--- config.mk ---
export PLATFORM = sky130hd
export DESIGN_NAME = control_unit
export DESIGN_NICKNAME = d
export VERILOG_FILES = /design/src/rtl/cu_pkg.sv /design/src/rtl/cu_decode.sv /design/src/rtl/control_unit.sv
export SDC_FILE = /design/constraint.sdc
export NUM_CORES = 1
export LEC_CHECK = 0
export ABC_AREA = 0
export BUFFER_PORTS_ARGS = -buffer_cell sky130_fd_sc_hd__buf_2
export CAP_MARGIN = 20
export CORE_MARGIN = 2
export CORE_UTILIZATION = 30
export CTS_BUF_LIST = sky130_fd_sc_hd__clkbuf_8
export DETAILED_ROUTE_END_ITERATION = 8
export HOLD_SLACK_MARGIN = 0.06
export SLEW_MARGIN = 20
export SYNTH_ARGS = -nofsm -noshare
export SYNTH_HDL_FRONTEND = slang
export SYNTH_SLANG_ARGS = --single-unit
--- constraint.sdc ---
create_clock -name clock -period 1.59 [get_ports clock]
set_input_delay 0 -clock clock [delete_from_list [all_inputs] [get_ports clock]]
set_output_delay 0 -clock clock [all_outputs]
set_load 0.1 [all_outputs]
--- src/rtl/cu_pkg.sv ---
// cu_pkg: opcode constants, FSM states and instruction classes shared by the control unit.
package cu_pkg;
  localparam logic [4:0] OP_LD = 5'b00000, OP_LDI = 5'b00001, OP_ST = 5'b00010,
    OP_ADD = 5'b00011, OP_SUB = 5'b00100, OP_AND = 5'b00101, OP_OR = 5'b00110,
    OP_ROR = 5'b00111, OP_ROL = 5'b01000, OP_SHR = 5'b01001, OP_SHRA = 5'b01010,
    OP_SHL = 5'b01011, OP_ADDI = 5'b01100, OP_ANDI = 5'b01101, OP_ORI = 5'b01110,
    OP_DIV = 5'b01111, OP_MUL = 5'b10000, OP_NEG = 5'b10001, OP_NOT = 5'b10010,
    OP_BR = 5'b10011, OP_JR = 5'b10100, OP_JAL = 5'b10101, OP_IN = 5'b10110,
    OP_OUT = 5'b10111, OP_MFHI = 5'b11000, OP_MFLO = 5'b11001, OP_NOP = 5'b11010,
    OP_HALT = 5'b11011;

  typedef enum logic [3:0] {RESET, T0, T1, T2, T3, T4, T5, T6, T7, HALT} cuState;

  typedef enum logic [3:0] {
    CL_ALU, CL_IMM, CL_MULDIV, CL_UNARY, CL_LD, CL_LDI, CL_ST,
    CL_BR, CL_JR, CL_MOVE, CL_IO, CL_NOP, CL_HALT
  } instrClass;
endpackage

--- src/rtl/cu_decode.sv ---
// cu_decode: maps a 5-bit opcode to its execute-sequence class.
module cu_decode
  import cu_pkg::*;
(
  input  logic [4:0] opcode,
  output instrClass  cls
);
  always_comb begin
    cls = CL_NOP;
    case (opcode)
      OP_ADD, OP_SUB, OP_AND, OP_OR, OP_ROR, OP_ROL, OP_SHR, OP_SHRA, OP_SHL: cls = CL_ALU;
      OP_ADDI, OP_ANDI, OP_ORI: cls = CL_IMM;
      OP_MUL, OP_DIV: cls = CL_MULDIV;
      OP_NEG, OP_NOT: cls = CL_UNARY;
      OP_LD: cls = CL_LD;
      OP_LDI: cls = CL_LDI;
      OP_ST: cls = CL_ST;
      OP_BR: cls = CL_BR;
      OP_JR: cls = CL_JR;
      OP_MFHI, OP_MFLO: cls = CL_MOVE;
      OP_IN, OP_OUT: cls = CL_IO;
      OP_HALT: cls = CL_HALT;
      OP_NOP, OP_JAL: cls = CL_NOP;
      default: cls = CL_NOP;
    endcase
  end
endmodule

--- src/rtl/control_unit.sv ---
// control_unit: hardwired fetch/decode/execute sequencer with memory wait states and halt/stop.
// Define CU_INSTR_COUNT_EN to add the retired-instruction counter output instr_count.
module control_unit
  import cu_pkg::*;
#(
  parameter int MEM_WAIT = 0
) (
  input  logic        clock,
  input  logic        clear,
  input  logic [31:0] IR,
  input  logic        branchFlag,
  input  logic        stop,
  output logic        run,
  output logic        PCout, PCin, IncPC, IRin, MARin, MDRin, MDRout, MDRread, RAMwrite,
  output logic        RYin, RZinLo, RZinHi, RZoutLo, RZoutHi, HIin, LOin, HIout, LOout,
  output logic        Gra, Grb, Grc, Rin, Rout, BAout, RCout,
  output logic        CONin, InPortOut, OutPortIn
`ifdef CU_INSTR_COUNT_EN
  ,
  output logic [31:0] instr_count
`endif
);
  cuState state, nextState;
  instrClass cls;
  logic [2:0] waitCnt;
  logic [4:0] opcode;
  logic unusedIr;
  logic t0, t1, t2, t3, t4, t5, t6, t7;
  logic isAlu, isImm, isMulDiv, isUnary, isLd, isLdi, isSt, isBr, isJr, isMove, isIo, isNop;
  logic addrCalc, yzGroup, isMem, hold, done;

  assign opcode = IR[31:27];
  assign unusedIr = ^IR[26:0];

  cu_decode uDecode (.opcode(opcode), .cls(cls));

  assign {t0, t1, t2, t3} = {state == T0, state == T1, state == T2, state == T3};
  assign {t4, t5, t6, t7} = {state == T4, state == T5, state == T6, state == T7};
  assign {isAlu, isImm, isMulDiv, isUnary} = {cls == CL_ALU, cls == CL_IMM, cls == CL_MULDIV, cls == CL_UNARY};
  assign {isLd, isLdi, isSt, isBr} = {cls == CL_LD, cls == CL_LDI, cls == CL_ST, cls == CL_BR};
  assign {isJr, isMove, isIo, isNop} = {cls == CL_JR, cls == CL_MOVE, cls == CL_IO, cls == CL_NOP};
  assign addrCalc = isLd | isLdi | isSt;
  assign yzGroup = isAlu | isImm | isMulDiv | addrCalc;

  // Memory steps stretch while the wait counter is non-zero; it reloads in every other cycle.
  assign isMem = t1 | (t6 & isLd) | (t7 & isSt);
  assign hold = isMem && waitCnt != 3'd0;
  assign done = (t3 & (isJr | isMove | isIo | isNop)) | (t4 & isUnary) | (t5 & (isAlu | isImm | isLdi))
              | (t6 & (isMulDiv | isBr)) | (t7 & (isLd | isSt) & ~hold);

  always_comb begin
    nextState = state;
    case (state)
      RESET: nextState = T0;
      T0: nextState = T1;
      T1: nextState = hold ? T1 : T2;
      T2: nextState = T3;
      T3: nextState = (cls == CL_HALT) ? HALT : T4;
      T4: nextState = T5;
      T5: nextState = T6;
      T6: nextState = hold ? T6 : T7;
      T7: nextState = hold ? T7 : T0;
      HALT: nextState = HALT;
      default: nextState = RESET;
    endcase
    if (done) nextState = stop ? HALT : T0;
  end

  always_ff @(posedge clock) begin
    if (!clear) begin
      state <= RESET;
      waitCnt <= 3'(MEM_WAIT);
    end else begin
      state <= nextState;
      waitCnt <= hold ? waitCnt - 3'd1 : 3'(MEM_WAIT);
    end
  end

`ifdef CU_INSTR_COUNT_EN
  always_ff @(posedge clock) begin
    if (!clear) instr_count <= '0;
    else if (done) instr_count <= instr_count + 32'd1;
  end
`endif

  assign run = state != RESET && state != HALT;
  assign PCout = t0 | (t4 & isBr);
  assign PCin = t0 | (t3 & isJr) | (t6 & isBr & branchFlag);
  assign IncPC = t0;
  assign IRin = t2;
  assign MARin = t0 | (t5 & (isLd | isSt));
  assign MDRin = t1 | (t6 & (isLd | isSt));
  assign MDRout = t2 | (t7 & isLd);
  assign MDRread = t1 | (t6 & isLd);
  assign RAMwrite = t7 & isSt;
  assign RYin = (t3 & yzGroup) | (t4 & isBr);
  assign RZinLo = (t4 & yzGroup) | (t3 & isUnary) | (t5 & isBr);
  assign RZinHi = t4 & isMulDiv;
  assign RZoutLo = (t5 & yzGroup) | (t4 & isUnary) | (t6 & isBr & branchFlag);
  assign RZoutHi = t6 & isMulDiv;
  assign HIin = t6 & isMulDiv;
  assign LOin = t5 & isMulDiv;
  assign HIout = t3 & isMove & (opcode == OP_MFHI);
  assign LOout = t3 & isMove & (opcode == OP_MFLO);
  assign Gra = (t3 & (isMulDiv | isBr | isJr | isMove | isIo)) | (t4 & isUnary)
             | (t5 & (isAlu | isImm | isLdi)) | (t6 & isSt) | (t7 & isLd);
  assign Grb = (t3 & (isAlu | isImm | isUnary | addrCalc)) | (t4 & isMulDiv);
  assign Grc = t4 & isAlu;
  assign Rin = (t3 & (isMove | (isIo & opcode == OP_IN))) | (t4 & isUnary)
             | (t5 & (isAlu | isImm | isLdi)) | (t7 & isLd);
  assign Rout = (t3 & (isAlu | isImm | isMulDiv | isUnary | isBr | isJr | (isIo & opcode == OP_OUT)))
              | (t4 & (isAlu | isMulDiv)) | (t6 & isSt);
  assign BAout = t3 & addrCalc;
  assign RCout = (t4 & (isImm | addrCalc)) | (t5 & isBr);
  assign CONin = t3 & isBr;
  assign InPortOut = t3 & isIo & (opcode == OP_IN);
  assign OutPortIn = t3 & isIo & (opcode == OP_OUT);
endmodule

==> results of run 1 <==
==> per-layer routing <==
layer  wire length (um)  vias to the layer above
met5                  0                        -
met2               3146                       97
met3                392                        8
met1               2426                      901
li1                   -                      848
met4                 65                        0
==> report_power, final <==
part | switching, uW | internal (uW)
clock network | 75.0 | 167
logic | 498 | 309
registers | 12.6 | 183
total | 585 | 659
==> layout by cell type, fill, tap and decap left out, types with 4 or more instances in the layout <==
cell type	n
nand3_1	4
buf_6	18
nor2_1	12
nor2_2	5
o21ai_0	8
nor3_2	5
nor2_4	6
a21oi_1	10
buf_2	10
nand3_4	5
buf_12	28
inv_1	9
nand2_1	12
buf_4	50
nand2b_1	4
nor3_4	7
==> logic make-up (layout without fill, tap and decap cells) <==
group           Yosys count  in the layout
buf+inv                  22            122
flops                     7              7
compound gates           46             46
mux                       1              1
simple gates             95             95
fa+ha+maj                 3              3
xor+xnor                  2              2
==> flip-flops by register name, indices dropped and copies added, names as in the netlist <==
| register | cells |
|---|---|
| waitCnt | 3 |
| state | 4 |
==> stage by stage <==
step           setup slack (ns)  instances  hold WS, ns
2_1_floorplan           -0.6269        176       0.1095
6_report                -0.2664        324       0.4234
3_5_place_dp            -0.1543        302       0.2683
3_3_place_gp            -0.1337        302       0.2609
5_1_grt                 -0.2936        324       0.4346
4_1_cts                 -0.2222        317       0.4185
==> final cells by class <==
type                       instances  area, um^2  share of cell area
timing repair buffer             108        1209              0.4162
inverter                          10       37.54             0.01293
tap                               48       60.06             0.02068
multi-input combinational        147        1400              0.4821
sequential                         7       152.6             0.05256
clock buffer                       3       41.29             0.01422
clock inverter                     1       3.754            0.001293
==> timing repair <==
item | in CTS | in global routing
endpoints found under the hold margin | 1 | 0
hold buffers | 2 | 0
buffers inserted | 8 | 8
pin swaps | 12 | 11
gates resized for setup | 36 | 36
setup endpoints to repair | 26 | 28
cloned | 1 | 0
==> final timing paths <==
kind                    from          to  cells after the start  slack [ns]
hold / removal    branchFlag     RZoutLo                      4        0.42
setup / recovery    state[2]         Gra                      6       -0.27
hold reg to reg   waitCnt[0]  waitCnt[0]                      1        0.44
setup reg to reg    state[2]    state[2]                      7       -0.22
==> worst min-delay path, delay by kind of cell <==
| kind | cells | cell delay, ns |
|---|---|---|
| simple gates | 1 | 0.08 |
| compound gates | 1 | 0.06 |
| buf+inv | 2 | 0.28 |
==> impl_metrics.env, run 1 <==
export IMPL_synth_top_area_share=0.1202
export IMPL_totalNegativeSetupSlack_ns=-3.349
export IMPL_port_buffers=37
export IMPL_synth_edff_count=0
export IMPL_wirelength_um=6030
export IMPL_hp_class="input pin to output pin"
export IMPL_clock_skew_ns=0.001296
export IMPL_clk_path_buf_depth=2
export IMPL_die_w_um=66.35
export IMPL_ys_top_cells_by_count="nor2_1 (23), nand2_1 (17), a21oi_1 (13), o21ai_0 (12)"
export IMPL_p_leak_uw=0.001159
export IMPL_ir_drop_uv=411.7
export IMPL_globalplace_congestion=0.9464
export IMPL_finalHoldViolations=0
export IMPL_yosysTopAreaCell="dfxtp_1"
export IMPL_stdcell_area_mm2=0.002904
export IMPL_synth_top_family_by_area="simple AND/OR/NAND/NOR gates"
export IMPL_cts_sinks=7
export IMPL_clk_pin_slew_ns=0.04
export IMPL_cts_tree="built"
export IMPL_power_total_uw=1244
export IMPL_synth_area_per_cell_um2=6.626
export IMPL_yosysWarningCount=0
export IMPL_status="complete, but fails checks"
export IMPL_crit_chain="buf_4 > nor2b_4 > nand3_4 > or3_4 > o211ai_1 > buf_12"
export IMPL_antenna_found_initial=0
export IMPL_drc_errors=0
export IMPL_use_met3=0.05111
export IMPL_cp_arrival_ns=1.86
export IMPL_cts_root_buf="clkbuf_8"
export IMPL_crit_buf_inv=2
export IMPL_cpPeakStageDelay_ns=0.36
export IMPL_nFillCells=201
export IMPL_synth_flop_cell="dfxtp_1"
export IMPL_grt_pass1_wl_um=8293
export IMPL_n_antenna_cell=0
export IMPL_htreeDepth=1
export IMPL_finalCriticalPeriod_ns=1.856
export IMPL_critPathKind="flip-flop to output pin"
export IMPL_ant_nets=0
export IMPL_worstMarginPinSlew_ns=0.4926
export IMPL_synthesis_nets=214
export IMPL_num_vias=1854
export IMPL_wl_per_cell_um=18.61
export IMPL_synth_simple_area_share=0.4549
export IMPL_drv_cap=0
export IMPL_clkLatencyLatePin_ns=0.23
export IMPL_ys_types=55
export IMPL_synth_mux_area_frac=0.008584
export IMPL_synth_compound_gate_area_share=0.2800
export IMPL_setup_viol=26
export IMPL_cts_inserted_buffers=3
export IMPL_syn_area_mm2=0.001166
export IMPL_track_usage=0.2461
export IMPL_yosys_area_share_adder=0.03112
export IMPL_cp_start_kind="flip-flop"
export IMPL_drive_gt1_frac=0.6775
export IMPL_initial_core_util=0.3161
export IMPL_critPathMaxFanout=4
export IMPL_overflow=0
export IMPL_yosys_top_cells_area="dfxtp_1 (12%), nor2_1 (7.4%), a21oi_1 (5.6%)"
export IMPL_first_pass_iters=5
export IMPL_path_delay_family="simple AND/OR/NAND/NOR gates"
export IMPL_core_mm2=0.003689
export IMPL_p_per_area_mw_per_mm2=428.3
export IMPL_first_global_vias=1692
export IMPL_cp_end_kind="output pin"
export IMPL_fin_crit_sh=1.168
export IMPL_grtUsageMet2=0.4325
export IMPL_fin_nets=315
export IMPL_rsz0062_at_grt="yes"
export IMPL_ys_seq_area_frac=0.1202
export IMPL_final_util=0.7873
export IMPL_slew_headroom=0.6739
export IMPL_synth_most_common_cell="nor2_1"
export IMPL_finalWorstSetupSlack_ns=-0.2664
export IMPL_vias_per_cell=5.722
export IMPL_dieArea_mm2=0.004402
export IMPL_hpwlAfterDp_um=3584
export IMPL_io_pins=65
export IMPL_first_iter_violations=121
export IMPL_max_freq_mhz=538.7
export IMPL_placed_area_mm2=0.002377
export IMPL_area_delta_synth_final_pct=149.0
export IMPL_slew_violations=0
export IMPL_synthXorXnorAreaFrac=0.01502
export IMPL_fp_row_count=22
export IMPL_grt_max_degree=14
export IMPL_synth_async_reset_ratio=0
export IMPL_synthCells=176
export IMPL_grt_use_met1=0.3060
export IMPL_top_usage_layer="met2"
export IMPL_required_ns=1.59
export IMPL_failed_checks="negative setup slack"
export IMPL_ys_ff_latch=7
export IMPL_cpMaxStageDelayCell="dfxtp_4"
export IMPL_die_h_um=66.35
(Power assumes the default switching activity.)
==> inputs of run 2 (changes only) <==
--- a/config.mk
+++ b/config.mk
@@ -17,3 +17,4 @@
 export SYNTH_ARGS = -nofsm -noshare
 export SYNTH_HDL_FRONTEND = slang
 export SYNTH_SLANG_ARGS = --single-unit
+export TNS_END_PERCENT = 5
==> run 2 against run 1 <==
  * The run still ends with negative setup slack left
  * Via count fell by 12%
  * Hold slack got worse by 0.0067 ns
  * Critical path depth did not move
  * Clock skew rose by 0.00096 ns
  * Final cell count fell by 6.5%
  * Register-to-register slack improved by 0.14 ns
  * Count of clock-buffer cells in the layout did not move
  * Clock power rose by 3%
  * Sequential power barely moved
  * Largest cell class unchanged
  * Highest routed layer unchanged
==> impl_metrics.env, run 2 (same netlist as run 1, synthesis figures left out) <==
export IMPL_status="complete, but fails checks"
export IMPL_failed_checks="negative setup slack"
export IMPL_drive_gt1_frac=0.6078
export IMPL_cts_tree="built"
export IMPL_crit_cells=6
export IMPL_p_switching_uw=538.8
export IMPL_p_sw_frac=0.4622
export IMPL_worstReg2RegEnd="state[2]"
export IMPL_finalWorstSetupSlack_ns=-0.2360
export IMPL_drv_cap=0
export IMPL_overflow=0
export IMPL_largest_reg_flops=4
export IMPL_cp_end_kind="output pin"
export IMPL_fp_row_count=22
export IMPL_dieArea_mm2=0.004402
export IMPL_clk_pin_slew_ns=0.04
export IMPL_cts_inserted_buffers=3
export IMPL_ant_nets=0
export IMPL_cpPeakStageDelay_ns=0.36
export IMPL_cts_root_buf="clkbuf_8"
export IMPL_fin_crit_sh=1.148
export IMPL_fin_nets=294
export IMPL_rsz0062_at_grt="yes"
export IMPL_core_mm2=0.003689
export IMPL_final_common_cell="buf_4"
export IMPL_htreeDepth=1
export IMPL_io_pins=65
export IMPL_cp_start_kind="flip-flop"
export IMPL_globalplace_congestion=0.9085
export IMPL_first_global_vias=1606
export IMPL_hpwlAfterDp_um=3671
export IMPL_clock_skew_ns=0.002261
export IMPL_reg2reg_slack_ns=-0.08
export IMPL_clkLatencyLatePin_ns=0.23
export IMPL_antenna_found_initial=0
export IMPL_cpMaxStageDelayCell="dfxtp_2"
export IMPL_finalHoldViolations=0
export IMPL_crit_path_start="state[2]"
export IMPL_r2r_cells=7
export IMPL_p_seq_frac=0.167
export IMPL_die_h_um=66.35
export IMPL_max_freq_mhz=547.6
export IMPL_n_antenna_cell=0
export IMPL_track_usage=0.2312
export IMPL_area_delta_synth_final_pct=118.3
export IMPL_largest_register="state"
export IMPL_p_per_area_mw_per_mm2=457.9
export IMPL_worst_hold_slack_ns=0.4167
export IMPL_finalCriticalPeriod_ns=1.826
export IMPL_wl_per_cell_um=15.61
export IMPL_ir_drop_uv=518.1
export IMPL_clkPwrFrac=0.214
export IMPL_clk_path_buf_depth=2
export IMPL_cp_arrival_ns=1.83
export IMPL_p_leak_uw=0.001017
export IMPL_grt_pass1_wl_um=7914
export IMPL_num_vias=1634
export IMPL_drc_errors=0
export IMPL_setup_viol=20
export IMPL_top_regs="state (4), waitCnt (3)"
export IMPL_slew_violations=0
export IMPL_layout_common_cells="buf_4 (43), buf_12 (29), nand2_1 (13), nor2_1 (13), a21oi_1 (11)"
export IMPL_p_comb_frac=0.619
export IMPL_vias_per_cell=5.393
export IMPL_path_delay_family="simple AND/OR/NAND/NOR gates"
export IMPL_port_buffers=37
export IMPL_slew_headroom=0.7104
export IMPL_crit_buf_inv=2
export IMPL_crit_chain="buf_4 > nor2b_4 > nand3_1 > or3_4 > o211ai_1 > buf_12"
export IMPL_hold_start="waitCnt[0]"
export IMPL_regToRegStartpoint="state[0]"
export IMPL_required_ns=1.59
export IMPL_hp_class="flip-flop to flip-flop"
export IMPL_intPower_uw=627.0
export IMPL_initial_core_util=0.3161
export IMPL_cp_endpoint="Gra"
export IMPL_critPathKind="flip-flop to output pin"
export IMPL_totalNegativeSetupSlack_ns=-1.817
export IMPL_critPathMaxFanout=6
export IMPL_first_iter_violations=105
export IMPL_wirelength_um=4729
export IMPL_cts_sinks=7
export IMPL_worstMarginPinSlew_ns=0.4307
export IMPL_first_pass_iters=4
export IMPL_die_w_um=66.35
export IMPL_grt_max_degree=12
[run 2: changes by cell type in the layout (fill, tap and decap cells not counted), moves of 3 or more]
cell and change:
nand3_4 -3, o21ai_4 -3, buf_6 -13, o21ai_2 +3
buf_4 -7
[run 2: routing by layer]
metal	track usage	up-vias	routed length [um]
met5	0	-	0
met4	0.05102	0	8
met1	0.3129	760	2062
li1	-	805	-
met2	0.3863	67	2345
met3	0.03237	2	312
[run 2: through the flow]
| step | utilization | instance area, um^2 | worst slack (ns) | power (uW) | cells |
|---|---|---|---|---|---|
| 2_1_floorplan | - | 1328 | -0.6271 | 605.7 | 176 |
| 3_3_place_gp | 0.6147 | 2267 | -0.09825 | 852.1 | 295 |
| 3_5_place_dp | 0.6147 | 2267 | -0.1515 | 861.5 | 295 |
| 4_1_cts | 0.6750 | 2490 | -0.2085 | 1144 | 303 |
| 5_1_grt | 0.6903 | 2546 | -0.2751 | 1217 | 303 |
| 6_report | 0.6903 | 2546 | -0.2360 | 1166 | 303 |
[run 2: layout make-up]
type                            count  area, um^2
Tap cell                           48       60.06
Clock inverter                      1       3.754
Sequential cell                     7       150.1
Multi-Input combinational cell    147        1230
Inverter                           10       41.29
Fill cell                         271        1142
Timing Repair Buffer               87        1020
Clock buffer                        3       41.29
[run 2: worst reg2reg max path: stages (launching register included)]
cell and delay, ns:
dfxtp_4 0.36, buf_4 0.15, nand2b_1 0.11, nor3b_2 0.07, a211oi_2 0.29, and3_4 0.31
nand3_4 0.10, a2111oi_4 0.18
[run 2: power groups by stage]
stage | Combinational [uW] | Clock (uW) | Sequential [uW]
CTS | 701 | 248 | 195
detailed placement | 667 | 0 | 194
floorplan | 411 | 0 | 195
global placement | 658 | 0 | 194
finish | 721 | 250 | 195
global route | 756 | 265 | 196
[run 2: worst min-delay path by stage]
stage            endpoint  slack (ns)  depth (start not counted)
6_report       waitCnt[0]        0.42                          1
3_5_place_dp     state[3]        0.27                          3
3_3_place_gp     state[3]        0.27                          3
5_1_grt        waitCnt[0]        0.43                          1
4_1_cts          state[0]        0.40                          5
2_1_floorplan    state[3]        0.11                          2
[run 2: repair_timing]
action / 4_1_cts / 5_1_grt
pin swaps: 11 / 6
setup buffers: 2 / 0
resized for setup: 33 / 15
setup endpoints to repair: 25 / 33
hold buffers: 2 / 0
hold endpoints to repair: 1 / 0
